### config.mk
export PLATFORM = sky130hd
export DESIGN_NAME = axi_slave_default_resp_flat
export DESIGN_NICKNAME = d
export VERILOG_FILES = /design/src/rtl/axi_default_pkg.sv /design/src/rtl/axi_slave_default_resp_if.sv /design/src/rtl/axi_slave_default_resp.sv /design/src/flat_wrapper.sv
export SDC_FILE = /design/constraint.sdc
export NUM_CORES = 1
export LEC_CHECK = 0
export BUFFER_PORTS_ARGS = -buffer_cell sky130_fd_sc_hd__buf_2
export CELL_PAD_IN_SITES_DETAIL_PLACEMENT = 2
export CELL_PAD_IN_SITES_GLOBAL_PLACEMENT = 2
export CORE_MARGIN = 2
export CORE_UTILIZATION = 18
export CTS_BUF_LIST = sky130_fd_sc_hd__clkbuf_8 sky130_fd_sc_hd__clkbuf_16
export DETAILED_ROUTE_END_ITERATION = 16
export GPL_TIMING_DRIVEN = 0
export PLACE_DENSITY = 0.92
export SYNTH_ARGS = -nofsm -noshare
export SYNTH_HDL_FRONTEND = slang
export SYNTH_SLANG_ARGS = --single-unit
### constraint.sdc
create_clock -name clk -period 8.05 [get_ports clk]
set_clock_uncertainty 0.15 [all_clocks]
set_input_delay 0.4025 -clock clk [delete_from_list [all_inputs] [get_ports clk]]
set_output_delay 0.4025 -clock clk [all_outputs]
set_load 0.02 [all_outputs]
### src/rtl/axi_default_pkg.sv
// ---------------------------------------------------------------------------
// axi_default_pkg
// Shared types and constants for the AXI default/error slave.
//   wr_state_t : write-path FSM states (address, data, response)
//   rd_state_t : read-path FSM states (idle, beat streaming)
//   AXI_RESP_* : AXI response encodings
// ---------------------------------------------------------------------------
package axi_default_pkg;

    typedef enum logic [1:0] {
        W_IDLE = 2'd0,
        W_DATA = 2'd1,
        W_RESP = 2'd2
    } wr_state_t;

    typedef enum logic {
        R_IDLE = 1'b0,
        R_DATA = 1'b1
    } rd_state_t;

    localparam logic [1:0] AXI_RESP_OKAY   = 2'b00;
    localparam logic [1:0] AXI_RESP_EXOKAY = 2'b01;
    localparam logic [1:0] AXI_RESP_SLVERR = 2'b10;
    localparam logic [1:0] AXI_RESP_DECERR = 2'b11;

endpackage

### src/rtl/axi_slave_default_resp_if.sv
// ---------------------------------------------------------------------------
// AXI_INF
// Interconnect AXI port bundle.
//   AW : WR_ADDR_{ID,ADDR,LEN,VALID,READY}
//   W  : WR_DATA, WR_DATA_{STRB,LAST,VALID,READY}
//   B  : WR_BACK_{ID,RESP,VALID,READY}
//   AR : RD_ADDR_{ID,ADDR,LEN,VALID,READY}
//   R  : RD_BACK_ID, RD_DATA, RD_DATA_{RESP,LAST,VALID,READY}
// Modport M drives requests, modport S drives responses/readies.
// ---------------------------------------------------------------------------
interface AXI_INF #(
    parameter int ID_W   = 4,
    parameter int ADDR_W = 32,
    parameter int DATA_W = 32
);
    logic [ID_W-1:0]     WR_ADDR_ID;
    logic [ADDR_W-1:0]   WR_ADDR;
    logic [7:0]          WR_ADDR_LEN;
    logic                WR_ADDR_VALID;
    logic                WR_ADDR_READY;

    logic [DATA_W-1:0]   WR_DATA;
    logic [DATA_W/8-1:0] WR_DATA_STRB;
    logic                WR_DATA_LAST;
    logic                WR_DATA_VALID;
    logic                WR_DATA_READY;

    logic [ID_W-1:0]     WR_BACK_ID;
    logic [1:0]          WR_BACK_RESP;
    logic                WR_BACK_VALID;
    logic                WR_BACK_READY;

    logic [ID_W-1:0]     RD_ADDR_ID;
    logic [ADDR_W-1:0]   RD_ADDR;
    logic [7:0]          RD_ADDR_LEN;
    logic                RD_ADDR_VALID;
    logic                RD_ADDR_READY;

    logic [ID_W-1:0]     RD_BACK_ID;
    logic [DATA_W-1:0]   RD_DATA;
    logic [1:0]          RD_DATA_RESP;
    logic                RD_DATA_LAST;
    logic                RD_DATA_VALID;
    logic                RD_DATA_READY;

    modport M (
        output WR_ADDR_ID, WR_ADDR, WR_ADDR_LEN, WR_ADDR_VALID,
        input  WR_ADDR_READY,
        output WR_DATA, WR_DATA_STRB, WR_DATA_LAST, WR_DATA_VALID,
        input  WR_DATA_READY,
        input  WR_BACK_ID, WR_BACK_RESP, WR_BACK_VALID,
        output WR_BACK_READY,
        output RD_ADDR_ID, RD_ADDR, RD_ADDR_LEN, RD_ADDR_VALID,
        input  RD_ADDR_READY,
        input  RD_BACK_ID, RD_DATA, RD_DATA_RESP, RD_DATA_LAST, RD_DATA_VALID,
        output RD_DATA_READY
    );

    modport S (
        input  WR_ADDR_ID, WR_ADDR, WR_ADDR_LEN, WR_ADDR_VALID,
        output WR_ADDR_READY,
        input  WR_DATA, WR_DATA_STRB, WR_DATA_LAST, WR_DATA_VALID,
        output WR_DATA_READY,
        output WR_BACK_ID, WR_BACK_RESP, WR_BACK_VALID,
        input  WR_BACK_READY,
        input  RD_ADDR_ID, RD_ADDR, RD_ADDR_LEN, RD_ADDR_VALID,
        output RD_ADDR_READY,
        output RD_BACK_ID, RD_DATA, RD_DATA_RESP, RD_DATA_LAST, RD_DATA_VALID,
        input  RD_DATA_READY
    );

endinterface

### src/rtl/axi_slave_default_resp.sv
// ---------------------------------------------------------------------------
// axi_slave_default_resp
// Default/error slave for an unmapped AXI slave port. Every write burst is
// drained and answered on B with RESP_CODE; every read burst returns LEN+1
// beats of RD_FILL with RESP_CODE. A saturating counter tallies completed
// error transactions. SILENT=1 turns the block into an all-zero tie-off.
// Ports:
//   clk     : sole clock
//   rstn    : synchronous active-low reset
//   AXI_S   : AXI_INF slave modport (AW, W, B, AR, R channels)
//   err_cnt : completed error transactions, saturating at all-ones
// ---------------------------------------------------------------------------
module axi_slave_default_resp
    import axi_default_pkg::*;
#(
    parameter bit          SILENT    = 1'b0,
    parameter logic [1:0]  RESP_CODE = AXI_RESP_DECERR,
    parameter logic [31:0] RD_FILL   = 32'hDEAD_BEEF,
    parameter int          ERR_CNT_W = 16
) (
    input  logic                 clk,
    input  logic                 rstn,
    AXI_INF.S                    AXI_S,
    output logic [ERR_CNT_W-1:0] err_cnt
);

    localparam int DW = $bits(AXI_S.RD_DATA);
    localparam int IW = $bits(AXI_S.WR_ADDR_ID);

    // RD_FILL repeated across the bus, truncated when the bus is narrower.
    function automatic logic [DW-1:0] fill_word();
        logic [DW-1:0] f;
        for (int i = 0; i < DW; i++) begin
            f[i] = RD_FILL[i % 32];
        end
        return f;
    endfunction

    function automatic logic [ERR_CNT_W-1:0] sat_add(input logic [ERR_CNT_W-1:0] a,
                                                     input logic [1:0]           inc);
        logic [ERR_CNT_W:0] s;
        s = {1'b0, a} + (ERR_CNT_W + 1)'(inc);
        if (s[ERR_CNT_W]) begin
            return '1;
        end
        return s[ERR_CNT_W-1:0];
    endfunction

    if (SILENT) begin : g_silent
        assign AXI_S.WR_ADDR_READY = 1'b0;
        assign AXI_S.WR_DATA_READY = 1'b0;
        assign AXI_S.WR_BACK_VALID = 1'b0;
        assign AXI_S.WR_BACK_ID    = '0;
        assign AXI_S.WR_BACK_RESP  = '0;
        assign AXI_S.RD_ADDR_READY = 1'b0;
        assign AXI_S.RD_DATA_VALID = 1'b0;
        assign AXI_S.RD_DATA_LAST  = 1'b0;
        assign AXI_S.RD_DATA       = '0;
        assign AXI_S.RD_DATA_RESP  = '0;
        assign AXI_S.RD_BACK_ID    = '0;
        assign err_cnt             = '0;
    end else begin : g_active
        wr_state_t              wr_state_q, wr_state_d;
        rd_state_t              rd_state_q, rd_state_d;
        logic [IW-1:0]          wr_id_q;
        logic [IW-1:0]          rd_id_q;
        logic [7:0]             beat_cnt_q;
        logic [ERR_CNT_W-1:0]   err_cnt_q;
        // Holds the address READYs low through reset and for the reset edge
        // itself, so no output ever depends on rstn combinationally.
        logic                   ready_en_q;

        logic aw_hs, w_last_hs, b_hs, ar_hs, r_hs, r_last_hs;

        assign aw_hs     = AXI_S.WR_ADDR_VALID & AXI_S.WR_ADDR_READY;
        assign w_last_hs = AXI_S.WR_DATA_VALID & AXI_S.WR_DATA_READY & AXI_S.WR_DATA_LAST;
        assign b_hs      = AXI_S.WR_BACK_VALID & AXI_S.WR_BACK_READY;
        assign ar_hs     = AXI_S.RD_ADDR_VALID & AXI_S.RD_ADDR_READY;
        assign r_hs      = AXI_S.RD_DATA_VALID & AXI_S.RD_DATA_READY;
        assign r_last_hs = r_hs & AXI_S.RD_DATA_LAST;

        always_comb begin
            wr_state_d = wr_state_q;
            unique case (wr_state_q)
                W_IDLE:  if (aw_hs)     wr_state_d = W_DATA;
                W_DATA:  if (w_last_hs) wr_state_d = W_RESP;
                W_RESP:  if (b_hs)      wr_state_d = W_IDLE;
                default:                wr_state_d = W_IDLE;
            endcase
        end

        always_comb begin
            rd_state_d = rd_state_q;
            unique case (rd_state_q)
                R_IDLE:  if (ar_hs)     rd_state_d = R_DATA;
                R_DATA:  if (r_last_hs) rd_state_d = R_IDLE;
                default:                rd_state_d = R_IDLE;
            endcase
        end

        always_ff @(posedge clk) begin
            if (!rstn) begin
                wr_state_q <= W_IDLE;
                rd_state_q <= R_IDLE;
                beat_cnt_q <= '0;
                err_cnt_q  <= '0;
                ready_en_q <= 1'b0;
            end else begin
                wr_state_q <= wr_state_d;
                rd_state_q <= rd_state_d;
                ready_en_q <= 1'b1;
                if (ar_hs) begin
                    beat_cnt_q <= AXI_S.RD_ADDR_LEN;
                end else if (r_hs && !r_last_hs) begin
                    beat_cnt_q <= beat_cnt_q - 8'd1;
                end
                err_cnt_q <= sat_add(err_cnt_q, {1'b0, b_hs} + {1'b0, r_last_hs});
            end
        end

        // IDs are only observable while the matching response is valid.
        always_ff @(posedge clk) begin
            if (aw_hs) wr_id_q <= AXI_S.WR_ADDR_ID;
            if (ar_hs) rd_id_q <= AXI_S.RD_ADDR_ID;
        end

        // Data-type outputs are forced to zero outside their valid state so
        // that reset drives every output to zero.
        assign AXI_S.WR_ADDR_READY = ready_en_q && (wr_state_q == W_IDLE);
        assign AXI_S.WR_DATA_READY = (wr_state_q == W_DATA);
        assign AXI_S.WR_BACK_VALID = (wr_state_q == W_RESP);
        assign AXI_S.WR_BACK_ID    = (wr_state_q == W_RESP) ? wr_id_q : '0;
        assign AXI_S.WR_BACK_RESP  = (wr_state_q == W_RESP) ? RESP_CODE : 2'b00;
        assign AXI_S.RD_ADDR_READY = ready_en_q && (rd_state_q == R_IDLE);
        assign AXI_S.RD_DATA_VALID = (rd_state_q == R_DATA);
        assign AXI_S.RD_DATA_LAST  = (rd_state_q == R_DATA) && (beat_cnt_q == 8'd0);
        assign AXI_S.RD_DATA       = (rd_state_q == R_DATA) ? fill_word() : '0;
        assign AXI_S.RD_DATA_RESP  = (rd_state_q == R_DATA) ? RESP_CODE : 2'b00;
        assign AXI_S.RD_BACK_ID    = (rd_state_q == R_DATA) ? rd_id_q : '0;
        assign err_cnt             = err_cnt_q;
    end

endmodule
### src/flat_wrapper.sv
// flat-port wrapper written by rule: the top's interface ports become plain ports
module axi_slave_default_resp_flat import axi_default_pkg::*;
#(
    parameter bit          SILENT    = 1'b0,
    parameter logic [1:0]  RESP_CODE = AXI_RESP_DECERR,
    parameter logic [31:0] RD_FILL   = 32'hDEAD_BEEF,
    parameter int          ERR_CNT_W = 16
)
  (clk, rstn, err_cnt, AXI_S_WR_ADDR_ID, AXI_S_WR_ADDR, AXI_S_WR_ADDR_LEN, AXI_S_WR_ADDR_VALID, AXI_S_WR_ADDR_READY, AXI_S_WR_DATA, AXI_S_WR_DATA_STRB, AXI_S_WR_DATA_LAST, AXI_S_WR_DATA_VALID, AXI_S_WR_DATA_READY, AXI_S_WR_BACK_ID, AXI_S_WR_BACK_RESP, AXI_S_WR_BACK_VALID, AXI_S_WR_BACK_READY, AXI_S_RD_ADDR_ID, AXI_S_RD_ADDR, AXI_S_RD_ADDR_LEN, AXI_S_RD_ADDR_VALID, AXI_S_RD_ADDR_READY, AXI_S_RD_BACK_ID, AXI_S_RD_DATA, AXI_S_RD_DATA_RESP, AXI_S_RD_DATA_LAST, AXI_S_RD_DATA_VALID, AXI_S_RD_DATA_READY);
  AXI_INF AXI_S_i ();
  input  logic clk;
  input  logic rstn;
  output logic [ERR_CNT_W-1:0] err_cnt;
  input wire logic [$bits(AXI_S_i.WR_ADDR_ID)-1:0] AXI_S_WR_ADDR_ID;
  input wire logic [$bits(AXI_S_i.WR_ADDR)-1:0] AXI_S_WR_ADDR;
  input wire logic [$bits(AXI_S_i.WR_ADDR_LEN)-1:0] AXI_S_WR_ADDR_LEN;
  input wire logic [$bits(AXI_S_i.WR_ADDR_VALID)-1:0] AXI_S_WR_ADDR_VALID;
  output wire logic [$bits(AXI_S_i.WR_ADDR_READY)-1:0] AXI_S_WR_ADDR_READY;
  input wire logic [$bits(AXI_S_i.WR_DATA)-1:0] AXI_S_WR_DATA;
  input wire logic [$bits(AXI_S_i.WR_DATA_STRB)-1:0] AXI_S_WR_DATA_STRB;
  input wire logic [$bits(AXI_S_i.WR_DATA_LAST)-1:0] AXI_S_WR_DATA_LAST;
  input wire logic [$bits(AXI_S_i.WR_DATA_VALID)-1:0] AXI_S_WR_DATA_VALID;
  output wire logic [$bits(AXI_S_i.WR_DATA_READY)-1:0] AXI_S_WR_DATA_READY;
  output wire logic [$bits(AXI_S_i.WR_BACK_ID)-1:0] AXI_S_WR_BACK_ID;
  output wire logic [$bits(AXI_S_i.WR_BACK_RESP)-1:0] AXI_S_WR_BACK_RESP;
  output wire logic [$bits(AXI_S_i.WR_BACK_VALID)-1:0] AXI_S_WR_BACK_VALID;
  input wire logic [$bits(AXI_S_i.WR_BACK_READY)-1:0] AXI_S_WR_BACK_READY;
  input wire logic [$bits(AXI_S_i.RD_ADDR_ID)-1:0] AXI_S_RD_ADDR_ID;
  input wire logic [$bits(AXI_S_i.RD_ADDR)-1:0] AXI_S_RD_ADDR;
  input wire logic [$bits(AXI_S_i.RD_ADDR_LEN)-1:0] AXI_S_RD_ADDR_LEN;
  input wire logic [$bits(AXI_S_i.RD_ADDR_VALID)-1:0] AXI_S_RD_ADDR_VALID;
  output wire logic [$bits(AXI_S_i.RD_ADDR_READY)-1:0] AXI_S_RD_ADDR_READY;
  output wire logic [$bits(AXI_S_i.RD_BACK_ID)-1:0] AXI_S_RD_BACK_ID;
  output wire logic [$bits(AXI_S_i.RD_DATA)-1:0] AXI_S_RD_DATA;
  output wire logic [$bits(AXI_S_i.RD_DATA_RESP)-1:0] AXI_S_RD_DATA_RESP;
  output wire logic [$bits(AXI_S_i.RD_DATA_LAST)-1:0] AXI_S_RD_DATA_LAST;
  output wire logic [$bits(AXI_S_i.RD_DATA_VALID)-1:0] AXI_S_RD_DATA_VALID;
  input wire logic [$bits(AXI_S_i.RD_DATA_READY)-1:0] AXI_S_RD_DATA_READY;
  assign AXI_S_i.WR_ADDR_ID = AXI_S_WR_ADDR_ID;
  assign AXI_S_i.WR_ADDR = AXI_S_WR_ADDR;
  assign AXI_S_i.WR_ADDR_LEN = AXI_S_WR_ADDR_LEN;
  assign AXI_S_i.WR_ADDR_VALID = AXI_S_WR_ADDR_VALID;
  assign AXI_S_WR_ADDR_READY = AXI_S_i.WR_ADDR_READY;
  assign AXI_S_i.WR_DATA = AXI_S_WR_DATA;
  assign AXI_S_i.WR_DATA_STRB = AXI_S_WR_DATA_STRB;
  assign AXI_S_i.WR_DATA_LAST = AXI_S_WR_DATA_LAST;
  assign AXI_S_i.WR_DATA_VALID = AXI_S_WR_DATA_VALID;
  assign AXI_S_WR_DATA_READY = AXI_S_i.WR_DATA_READY;
  assign AXI_S_WR_BACK_ID = AXI_S_i.WR_BACK_ID;
  assign AXI_S_WR_BACK_RESP = AXI_S_i.WR_BACK_RESP;
  assign AXI_S_WR_BACK_VALID = AXI_S_i.WR_BACK_VALID;
  assign AXI_S_i.WR_BACK_READY = AXI_S_WR_BACK_READY;
  assign AXI_S_i.RD_ADDR_ID = AXI_S_RD_ADDR_ID;
  assign AXI_S_i.RD_ADDR = AXI_S_RD_ADDR;
  assign AXI_S_i.RD_ADDR_LEN = AXI_S_RD_ADDR_LEN;
  assign AXI_S_i.RD_ADDR_VALID = AXI_S_RD_ADDR_VALID;
  assign AXI_S_RD_ADDR_READY = AXI_S_i.RD_ADDR_READY;
  assign AXI_S_RD_BACK_ID = AXI_S_i.RD_BACK_ID;
  assign AXI_S_RD_DATA = AXI_S_i.RD_DATA;
  assign AXI_S_RD_DATA_RESP = AXI_S_i.RD_DATA_RESP;
  assign AXI_S_RD_DATA_LAST = AXI_S_i.RD_DATA_LAST;
  assign AXI_S_RD_DATA_VALID = AXI_S_i.RD_DATA_VALID;
  assign AXI_S_i.RD_DATA_READY = AXI_S_RD_DATA_READY;
  axi_slave_default_resp #(.SILENT(SILENT), .RESP_CODE(RESP_CODE), .RD_FILL(RD_FILL), .ERR_CNT_W(ERR_CNT_W)) u_core (.clk(clk), .rstn(rstn), .AXI_S(AXI_S_i), .err_cnt(err_cnt));
endmodule
==> impl_metrics.csv <==
group,metric,value,unit
run_status,status,"completed",
flow_run,maxCapViolations,0,
clock_network,numCtsBuffers,5,
clock_network,clk_latency,290,ps
setup_path,worst_setup_path_end_kind,"flop",
detailed_routing,drtIter0Drc,49,
setup_path,slowest_stage,"nor3b_1",
die,core-area,10790,um^2
detailed_routing,dr.pass1.iters,4,
setup_path,crit_type,"reg2reg",
final_layout,fillers,1259,
clock_network,cts_max_path_buffers,2,
clock_network,hold_buffers,0,
clock_network,cts_tree,"yes",
sta,slew_headroom,42.77,%
detailed_routing,wl_per_cell,13.30,um
sta,tns,0,ps
placed_design,gp_congestion,0.7567,
synthesis,avgSynthCellArea,8.899,um^2
setup_path,start_kind,"flop",
synthesis,yosysMostFrequentCell,"buf_4",
setup_path,critical_path.cell_chain,"inv_1 -> ha_1 -> nor3b_1 -> nand2_1 -> nor2_1 -> fa_1 -> ha_1 -> and4_1 -> nand2_1 -> or3_1 -> buf_2 -> a21oi_1",
power_and_ir_drop,power_density,172.8,nW/um^2
synthesis,yosysWarnings,0,
synthesis,netlist_area,1976,um^2
clock_network,clk_pin_slew_worst_paths,70,ps
final_layout,nNetsFinal,453,
power_and_ir_drop,totalPowerFinal,468.2,uW
clock_network,clock-sinks,36,
synthesis,synthArstFlopShare,0,%
sta,setup_violations,0,
sta,drv_slew,0,
synthesis,netlist_top_cells_count,"buf_4 (36), dfxtp_1 (28), a21oi_1 (22)",
clock_network,post_cts_buffers,0,
detailed_routing,route.detailed.drc,0,
grt,grt_pass1_vias,1946,
synthesis,ys.flop_type,"dfxtp_1",
setup_path,crit_buf_inv,2,
sta,period_needed,3578,ps
power_and_ir_drop,ir_drop,0.05966,mV
synthesis,syn_inst,222,
sta,hold_viol,0,
detailed_routing,post_drt_via_cell_ratio,4.083,
synthesis,synthTopCellsByArea,"dfxtp_1 (28%), buf_4 (14%), edfxtp_1 (12%)",
grt,grt_overflow,0,
synthesis,synth.top_cell.area_share,28.37,%
die,die_w,108.8,um
synthesis,synth_cell_types,42,
grt,grt_max_degree,29,
setup_path,crit_fanout,10,
power_and_ir_drop,leakagePower,0.001274,uW
clock_network,cts_resized,0,
grt,grt_use_total,10.36,%
setup_path,critPathMaxStageDelay,720,ps
clock_network,ctsRootBufferMaster,"clkbuf_8",
setup_path,arrival,3630,ps
setup_path,worst_path_dominant_cell_family,"simple AND/OR/NAND/NOR gates",
die,die_h,108.8,um
clock_network,cts_max_level,2,
sta,period_share,44.45,%
final_layout,multi_input_area,865.8,um^2
die,rows,38,
placed_design,port_buffers,81,
detailed_routing,num_vias,1870,
sta,rsz0062_at_grt,"false",
final_layout,areaGrowthSynthToFinish,37.11,%
die,die-area,11830,um^2
synthesis,ys_seq_elements,36,
hold_path,hold_path.class,"in2reg",
grt,grt_pass1_wl,9611,um
setup_path,crit_required,8100,ps
sta,max_freq,0.2795,GHz
final_layout,antennaDiodeCount,0,
synthesis,yosysTopAreaCell,"dfxtp_1",
detailed_routing,antenna_left,0,
final_layout,layout.cell_area.non_filler,2709,um^2
final_layout,drive_above_1_share,41.19,%
final_layout,regArea,800.8,um^2
sta,tightest_slew,857.3,ps
placed_design,hpwlAfterDp,4926,um
synthesis,yosysSeqAreaShare,40.53,%
sta,holdWs,83.57,ps
die,start_util,18.31,%
grt,antenna_found_initial,0,
detailed_routing,routed_wl,6090,um
die,ios,198,
placed_design,place_area,2582,um^2
synthesis,synth_edf_count,8,
## cells in the final DEF (no fill, tap or decap), types with 2 or more instances in the layout
master,netlist,layout
buf_2,1,82
buf_4,36,36
dfxtp_1,28,28
a21oi_1,22,22
nand2_1,12,12
and2_1,10,10
nor2_1,10,10
o21ai_0,9,9
clkbuf_1,8,8
conb_1,1,8
edfxtp_1,8,8
inv_1,7,7
nand3_1,7,7
clkbuf_8,0,7
xnor2_1,6,6
nand4_1,6,6
xor2_1,5,5
nor2b_1,4,4
and3_1,4,4
and4_1,3,3
nor3_1,3,3
or4_1,3,3
a31oi_1,3,3
ha_1,3,3
nor3b_1,2,2
mux2i_1,2,2
or3_1,2,2
or2_2,2,2
## cell type report
class / count / area share (%)
clock inverter: 1 / 1.109
timing repair buffer: 81 / 14.97
clock buffer: 7 / 3.557
tap: 140 / 6.467
multi-input combinational: 140 / 31.96
sequential: 36 / 29.56
buffer: 45 / 11.27
inverter: 8 / 1.109
## power breakdown
group,switching (uW),internal (uW)
registers,7.84,191
clock network,66.6,109
logic,52.5,40.5
total,127,341
## kinds of logic after synthesis
family          synth area share, %
compound gates                13.05
simple gates                  20.46
fa+ha+maj                     2.913
mux                           1.013
flops                         40.53
xor+xnor                      4.876
buf+inv                       16.97
other cells                  0.1898
## through the flow
step / setup slack [ps] / utilization [%] / cells
global route: 4090 / 25.10 / 458
global placement: 4634 / 23.93 / 450
detailed placement: 4374 / 23.93 / 450
floorplan: 5076 / - / 229
CTS: 4345 / 25.10 / 458
finish: 4472 / 25.10 / 458
## worst paths after layout
kind / startpoint / end / slack [ps] / depth (start not counted)
min: rstn / u_core.g_active.ready_en_q / 80 / 1
min reg2reg: u_core.err_cnt[14] / u_core.err_cnt[14] / 370 / 2
max: u_core.g_active.beat_cnt_q[0] / u_core.err_cnt[4] / 4470 / 12
max reg2reg: u_core.g_active.beat_cnt_q[0] / u_core.err_cnt[4] / 4470 / 12
## flip-flops by register name, summed over array words and instances (netlist names)
signal,flops
u_core.AXI_S.RD_DATA_VALID,1
u_core.err_cnt,16
u_core.g_active.beat_cnt_q,8
u_core.g_active.rd_id_q,4
u_core.g_active.ready_en_q,1
u_core.g_active.wr_id_q,4
u_core.g_active.wr_state_q,2
## metal layers
layer	up-vias	wire [um]	share of wire (%)	global-route usage, %
li1	914	-	-	-
met1	888	2568	42	11.69
met2	64	3086	51	19.38
met3	4	390	6.4	2.809
met4	0	44	0.72	2.198
met5	-	0	0	0
Power figures use the tool's default switching activity.
